[config.mk]
export PLATFORM = sky130hd
export DESIGN_NAME = cpm_sel_iter
export DESIGN_NICKNAME = d
export VERILOG_FILES = /design/src/rtl/cpm_sel_iter.sv
export SDC_FILE = /design/constraint.sdc
export NUM_CORES = 1
export LEC_CHECK = 0
export CORE_AREA = 3 3 51 53
export CTS_CLUSTER_SIZE = 28
export DETAILED_ROUTE_END_ITERATION = 10
export DIE_AREA = 0 0 54 56
export GPL_ROUTABILITY_DRIVEN = 0
export PLACE_DENSITY_LB_ADDON = 0.3
export SETUP_SLACK_MARGIN = 0.2
export SLEW_MARGIN = 20
export SYNTH_ARGS = -nofsm -noshare
export SYNTH_HDL_FRONTEND = slang
export SYNTH_SLANG_ARGS = --single-unit
[constraint.sdc]
create_clock -name clk -period 1.75 [get_ports clk]
set_clock_uncertainty 0.1 [all_clocks]
set_input_delay 0.35 -clock clk [delete_from_list [all_inputs] [get_ports clk]]
set_output_delay 0.35 -clock clk [all_outputs]
set_load 0.01 [all_outputs]
[src/rtl/cpm_sel_iter.sv]
// cpm_sel_iter: walks every set bit of a captured multi-hot select mask and
// streams out one index per beat (valid/ready), in MSB-first or LSB-first order.
// Each beat carries the index, its 0-based ordinal and a last flag.
// The mask popcount is held from capture until the next capture.
module cpm_sel_iter #(
    parameter int DW        = 8,
    parameter int AW        = $clog2(DW),
    parameter int CW        = $clog2(DW + 1),
    parameter bit MSB_FIRST = 1'b1
) (
    input  logic          clk,
    input  logic          rst_n,
    input  logic          CLR,
    input  logic          IN_VLD,
    output logic          IN_RDY,
    input  logic [DW-1:0] IN_SEL,
    output logic          OUT_VLD,
    input  logic          OUT_RDY,
    output logic [AW-1:0] OUT_IDX,
    output logic          OUT_LAST,
    output logic [AW-1:0] OUT_CNT,
    output logic [CW-1:0] OUT_NUM,
    output logic          DONE
);

    typedef enum logic [0:0] {
        ST_IDLE = 1'b0,
        ST_RUN  = 1'b1
    } state_e;

    localparam logic [DW-1:0] ONE_HOT0 = DW'(1);

    // Number of set bits in a mask; needs CW bits so an all-ones mask fits.
    function automatic logic [CW-1:0] popcount(input logic [DW-1:0] v);
        logic [CW-1:0] c;
        c = '0;
        for (int i = 0; i < DW; i++) begin
            c = c + CW'(v[i]);
        end
        return c;
    endfunction

    // Priority encoder: highest set bit when MSB_FIRST, lowest otherwise; 0 for an empty mask.
    function automatic logic [AW-1:0] prio_idx(input logic [DW-1:0] v);
        logic [AW-1:0] idx;
        idx = '0;
        if (MSB_FIRST) begin
            for (int i = 0; i < DW; i++) begin
                if (v[i]) idx = AW'(i);
            end
        end else begin
            for (int i = DW - 1; i >= 0; i--) begin
                if (v[i]) idx = AW'(i);
            end
        end
        return idx;
    endfunction

    state_e        state_q, state_d;
    logic [DW-1:0] mask_q,  mask_d;
    logic [AW-1:0] cnt_q,   cnt_d;
    logic [CW-1:0] num_q,   num_d;
    logic          done_q,  done_d;

    logic [AW-1:0] sel_idx_s;
    logic [DW-1:0] rest_mask_s;
    logic          last_s;

    // Current beat decode, purely from registered state (no path from IN_* or OUT_RDY).
    always_comb begin
        sel_idx_s   = prio_idx(mask_q);
        rest_mask_s = mask_q & ~(ONE_HOT0 << sel_idx_s);
        last_s      = (state_q == ST_RUN) && (rest_mask_s == '0);
    end

    // Next-state logic: capture in IDLE, consume one bit per accepted beat in RUN, CLR overrides all.
    always_comb begin
        state_d = state_q;
        mask_d  = mask_q;
        cnt_d   = cnt_q;
        num_d   = num_q;
        done_d  = 1'b0;
        if (CLR) begin
            // Abort drops the mask but keeps the popcount of the last capture visible.
            state_d = ST_IDLE;
            mask_d  = '0;
            cnt_d   = '0;
        end else begin
            case (state_q)
                ST_IDLE: begin
                    if (IN_VLD) begin
                        mask_d = IN_SEL;
                        num_d  = popcount(IN_SEL);
                        cnt_d  = '0;
                        if (IN_SEL == '0) begin
                            // Empty mask: nothing to emit, report completion straight away.
                            done_d = 1'b1;
                        end else begin
                            state_d = ST_RUN;
                        end
                    end else begin
                        state_d = ST_IDLE;
                    end
                end
                ST_RUN: begin
                    if (OUT_RDY) begin
                        mask_d = rest_mask_s;
                        if (last_s) begin
                            state_d = ST_IDLE;
                            cnt_d   = '0;
                            done_d  = 1'b1;
                        end else begin
                            cnt_d = cnt_q + AW'(1);
                        end
                    end else begin
                        state_d = ST_RUN;
                    end
                end
                default: begin
                    state_d = ST_IDLE;
                    mask_d  = '0;
                    cnt_d   = '0;
                end
            endcase
        end
    end

    // State and datapath registers with asynchronous active-low reset.
    always_ff @(posedge clk or negedge rst_n) begin
        if (!rst_n) begin
            state_q <= ST_IDLE;
            mask_q  <= '0;
            cnt_q   <= '0;
            num_q   <= '0;
            done_q  <= 1'b0;
        end else begin
            state_q <= state_d;
            mask_q  <= mask_d;
            cnt_q   <= cnt_d;
            num_q   <= num_d;
            done_q  <= done_d;
        end
    end

    assign IN_RDY   = (state_q == ST_IDLE);
    assign OUT_VLD  = (state_q == ST_RUN);
    assign OUT_IDX  = sel_idx_s;
    assign OUT_LAST = last_s;
    assign OUT_CNT  = cnt_q;
    assign OUT_NUM  = num_q;
    assign DONE     = done_q;

endmodule

==> flow_summary.json <==
{
  "io_buffer_count": 26,
  "peakVddDrop_mv": 0.5543,
  "critPathBufInv": 3,
  "drtIter0Drc": 17,
  "syn_area_per_cell_sq_um": 9.285,
  "p_per_area_mw_per_mm2": 716.4,
  "grt_pass1_wl_mm": 4.974,
  "pin_count": 27,
  "num_vias": 1111,
  "p_leak_uw": 0.0009072,
  "cp.required_ns": 1.87,
  "numClockSinks": 17,
  "ys_ff_latch": 17,
  "nFillCells": 134,
  "post-route-util": 0.8310,
  "clkLatencyLatePin_ns": 0.28,
  "die_w_microns": 54,
  "cpMaxStageDelayCell": "fa_1",
  "hold_path_class": "in -> reg",
  "drc": 0,
  "worst_pin_slew_ns": 0.3047,
  "timing.final.ws_setup_ns": -0.9327,
  "antenna_found_initial": 0,
  "finalCritPeriodShare": 1.533,
  "status": "finished with violations",
  "grt_max_degree": 18,
  "die_area_sq_mm": 0.003024,
  "slew_violations": 0,
  "ys_seq_area_frac": 0.4019,
  "overflow": 0,
  "final_area_sq_mm": 0.001821,
  "rsz0062_at_grt": "yes",
  "hold_viol_final": 0,
  "wirelength_mm": 3.220,
  "wl_per_cell_microns": 15.41,
  "cts-root-buf": "clkbuf_4",
  "rows": 17,
  "fmax_mhz": 372.8,
  "cts_tree": "yes",
  "grt_pass1_vias": 1072,
  "maxCapViolCount": 0,
  "nets": 204,
  "cts.path.max_buffers": 2,
  "syn-cell-area_sq_mm": 0.001059,
  "min_period_ns": 2.683,
  "dp_hpwl_mm": 2.128,
  "yosys_warnings": 0,
  "crit_fanout": 2,
  "syn-num-nets": 136,
  "end_kind": "flop",
  "max-slew-margin-rel": 0.7962,
  "cp_data_arrival_time_ns": 2.80,
  "final_layout_size_suffix_gt1_frac": 0.4365,
  "dr.pass1.iters": 4,
  "violations": "setup timing",
  "crit_chain": "buf_8, fa_1, inv_1, fa_1, fa_1, inv_2, ha_4, fa_2, nand2_1, nand2_1",
  "antennaDiodeCount": 0,
  "yosysUniqueCellTypes": 26,
  "h-tree-depth": 1,
  "die_h_microns": 56,
  "path_clk_slew_ns": 0.10,
  "syn_inst": 114,
  "placedInstanceArea_sq_mm": 0.001548,
  "startpoint_type": "primary input",
  "grt_use_total": 0.2216,
  "stdcell_count": 209,
  "place_ws_ns": -1.647,
  "placed_cells": 191,
  "path_common_cell": "fa_1",
  "numCtsBuffers": 3,
  "critPathKind": "in -> reg",
  "crit_family": "adder cells",
  "syn_to_final_growth_pct": 71.99,
  "slowest_delay_ns": 0.53,
  "core_area_sq_mm": 0.002191,
  "initial_utilization": 0.4832,
  "ant_nets": 0,
  "viasPerCell": 5.316,
  "finalSetupViolCount": 13
}
## registers in the layout, summed over array words and instances (netlist names)
signal,count
DONE,1
mask_q,8
OUT_CNT,3
OUT_NUM,4
OUT_VLD,1
## power breakdown
group | switching (uW) | total (uW) | internal (uW)
Sequential | 35.6 | 475 | 439
Combinational | 292 | 628 | 336
Clock | 116 | 201 | 84.6
## per-stage QoR
stage          total power (uW)  hold WS [ns]  setup TNS, ns
5_1_grt                    1392        0.2828         -5.509
3_5_place_dp              978.8        0.3669         -8.002
2_1_floorplan             712.3      -0.04559         -3.560
6_report                   1304        0.2584         -4.536
4_1_cts                    1239        0.2557         -4.045
3_3_place_gp              963.7        0.3571         -6.982
## cell type report
class | count | area (sq um) | area share
multi-input combinational | 79 | 688.2 | 0.3780
timing repair buffer | 65 | 579.3 | 0.3182
sequential | 17 | 427.9 | 0.2351
inverter | 16 | 62.56 | 0.03436
tap | 28 | 35.03 | 0.01924
clock buffer | 3 | 22.52 | 0.01237
clock inverter | 1 | 5.005 | 0.002749
## final timing paths
path | depth (start not counted) | to | start | slack, ns
worst max-delay path | 10 | OUT_NUM[1] | IN_SEL[3] | -0.93
worst min-delay path | 3 | mask_q[0] | IN_SEL[0] | 0.26
worst max register to register | 9 | OUT_CNT[2] | mask_q[4] | -0.24
worst min register to register | 2 | OUT_NUM[0] | OUT_NUM[0] | 0.39
max in group asynchronous | 2 | mask_q[4] | rst_n | 1.04
min in group asynchronous | 2 | OUT_CNT[2] | rst_n | 0.30
## logic make-up after synthesis
| kind of cell | after synthesis | synth area share |
|---|---|---|
| AOI/OAI and AO/OA | 37 | 0.2317 |
| and+or+nand+nor | 32 | 0.1584 |
| buffers and inverters | 18 | 0.06501 |
| DFF | 17 | 0.4019 |
| adders and majority gates | 9 | 0.1348 |
| xor gates and xnor gates | 1 | 0.008276 |
## cells in the final DEF, fill, tap and decap left out, types with 2 or more instances in the layout
| master | n |
|---|---|
| fa_1 | 3 |
| dfrtp_1 | 15 |
| buf_4 | 24 |
| a21oi_1 | 2 |
| buf_2 | 5 |
| ha_1 | 4 |
| o21ai_1 | 12 |
| inv_2 | 2 |
| nor3_1 | 2 |
| nor2_1 | 7 |
| nand2_1 | 9 |
| clkbuf_4 | 3 |
| nor2b_1 | 2 |
| nor2_2 | 3 |
| o211ai_1 | 3 |
| buf_6 | 17 |
| inv_1 | 13 |
| a22o_1 | 5 |
| o21ai_0 | 2 |
| a21oi_2 | 2 |
| clkdlybuf4s50_1 | 8 |
| a211oi_2 | 3 |
| dfrtp_2 | 2 |
| dlygate4sd2_1 | 8 |
## cells in the mapped netlist
cell type  count  area share
xnor2_1        1      0.0083
nor2_1        10       0.035
dfrtp_1       17        0.40
nor2b_1        3       0.018
inv_1         16       0.057
o31ai_1        3       0.021
nand2b_1       1      0.0059
nand2_1       10       0.035
nand3b_2       1       0.011
a21oi_4        1       0.015
o21ai_0       15       0.071
ha_1           5       0.059
clkbuf_1       1      0.0035
a211oi_1       4       0.028
nand4_1        1      0.0059
a21oi_1        4       0.019
a211o_1        1      0.0083
o22ai_1        1      0.0059
nor4_4         1       0.020
fa_1           4       0.076
clkbuf_2       1      0.0047
a22o_1         5       0.041
nor3_1         3       0.014
nor2_2         1      0.0059
nand3b_1       1      0.0071
o211ai_1       3       0.021
## metal layers
metal / global-route usage / part of all wire / vias up
li1: - / - / 528
met4: 0.05694 / 0.016 / 0
met3: 0.02413 / 0.033 / 6
met1: 0.2894 / 0.39 / 550
met2: 0.3789 / 0.56 / 27
met5: 0 / 0 / -
## worst min-delay path: stages
cell and delay [ns]:
buf_2 0.11, inv_1 0.07, o21ai_1 0.07
## timing repair
| item | in CTS | in global routing |
|---|---|---|
| pin swaps | 12 | 12 |
| endpoints found under the setup margin | 31 | 22 |
| buffers inserted | 9 | 5 |
| gates resized for setup | 77 | 25 |
| hold buffers | 0 | 0 |
Power figures use the tool's default switching activity.
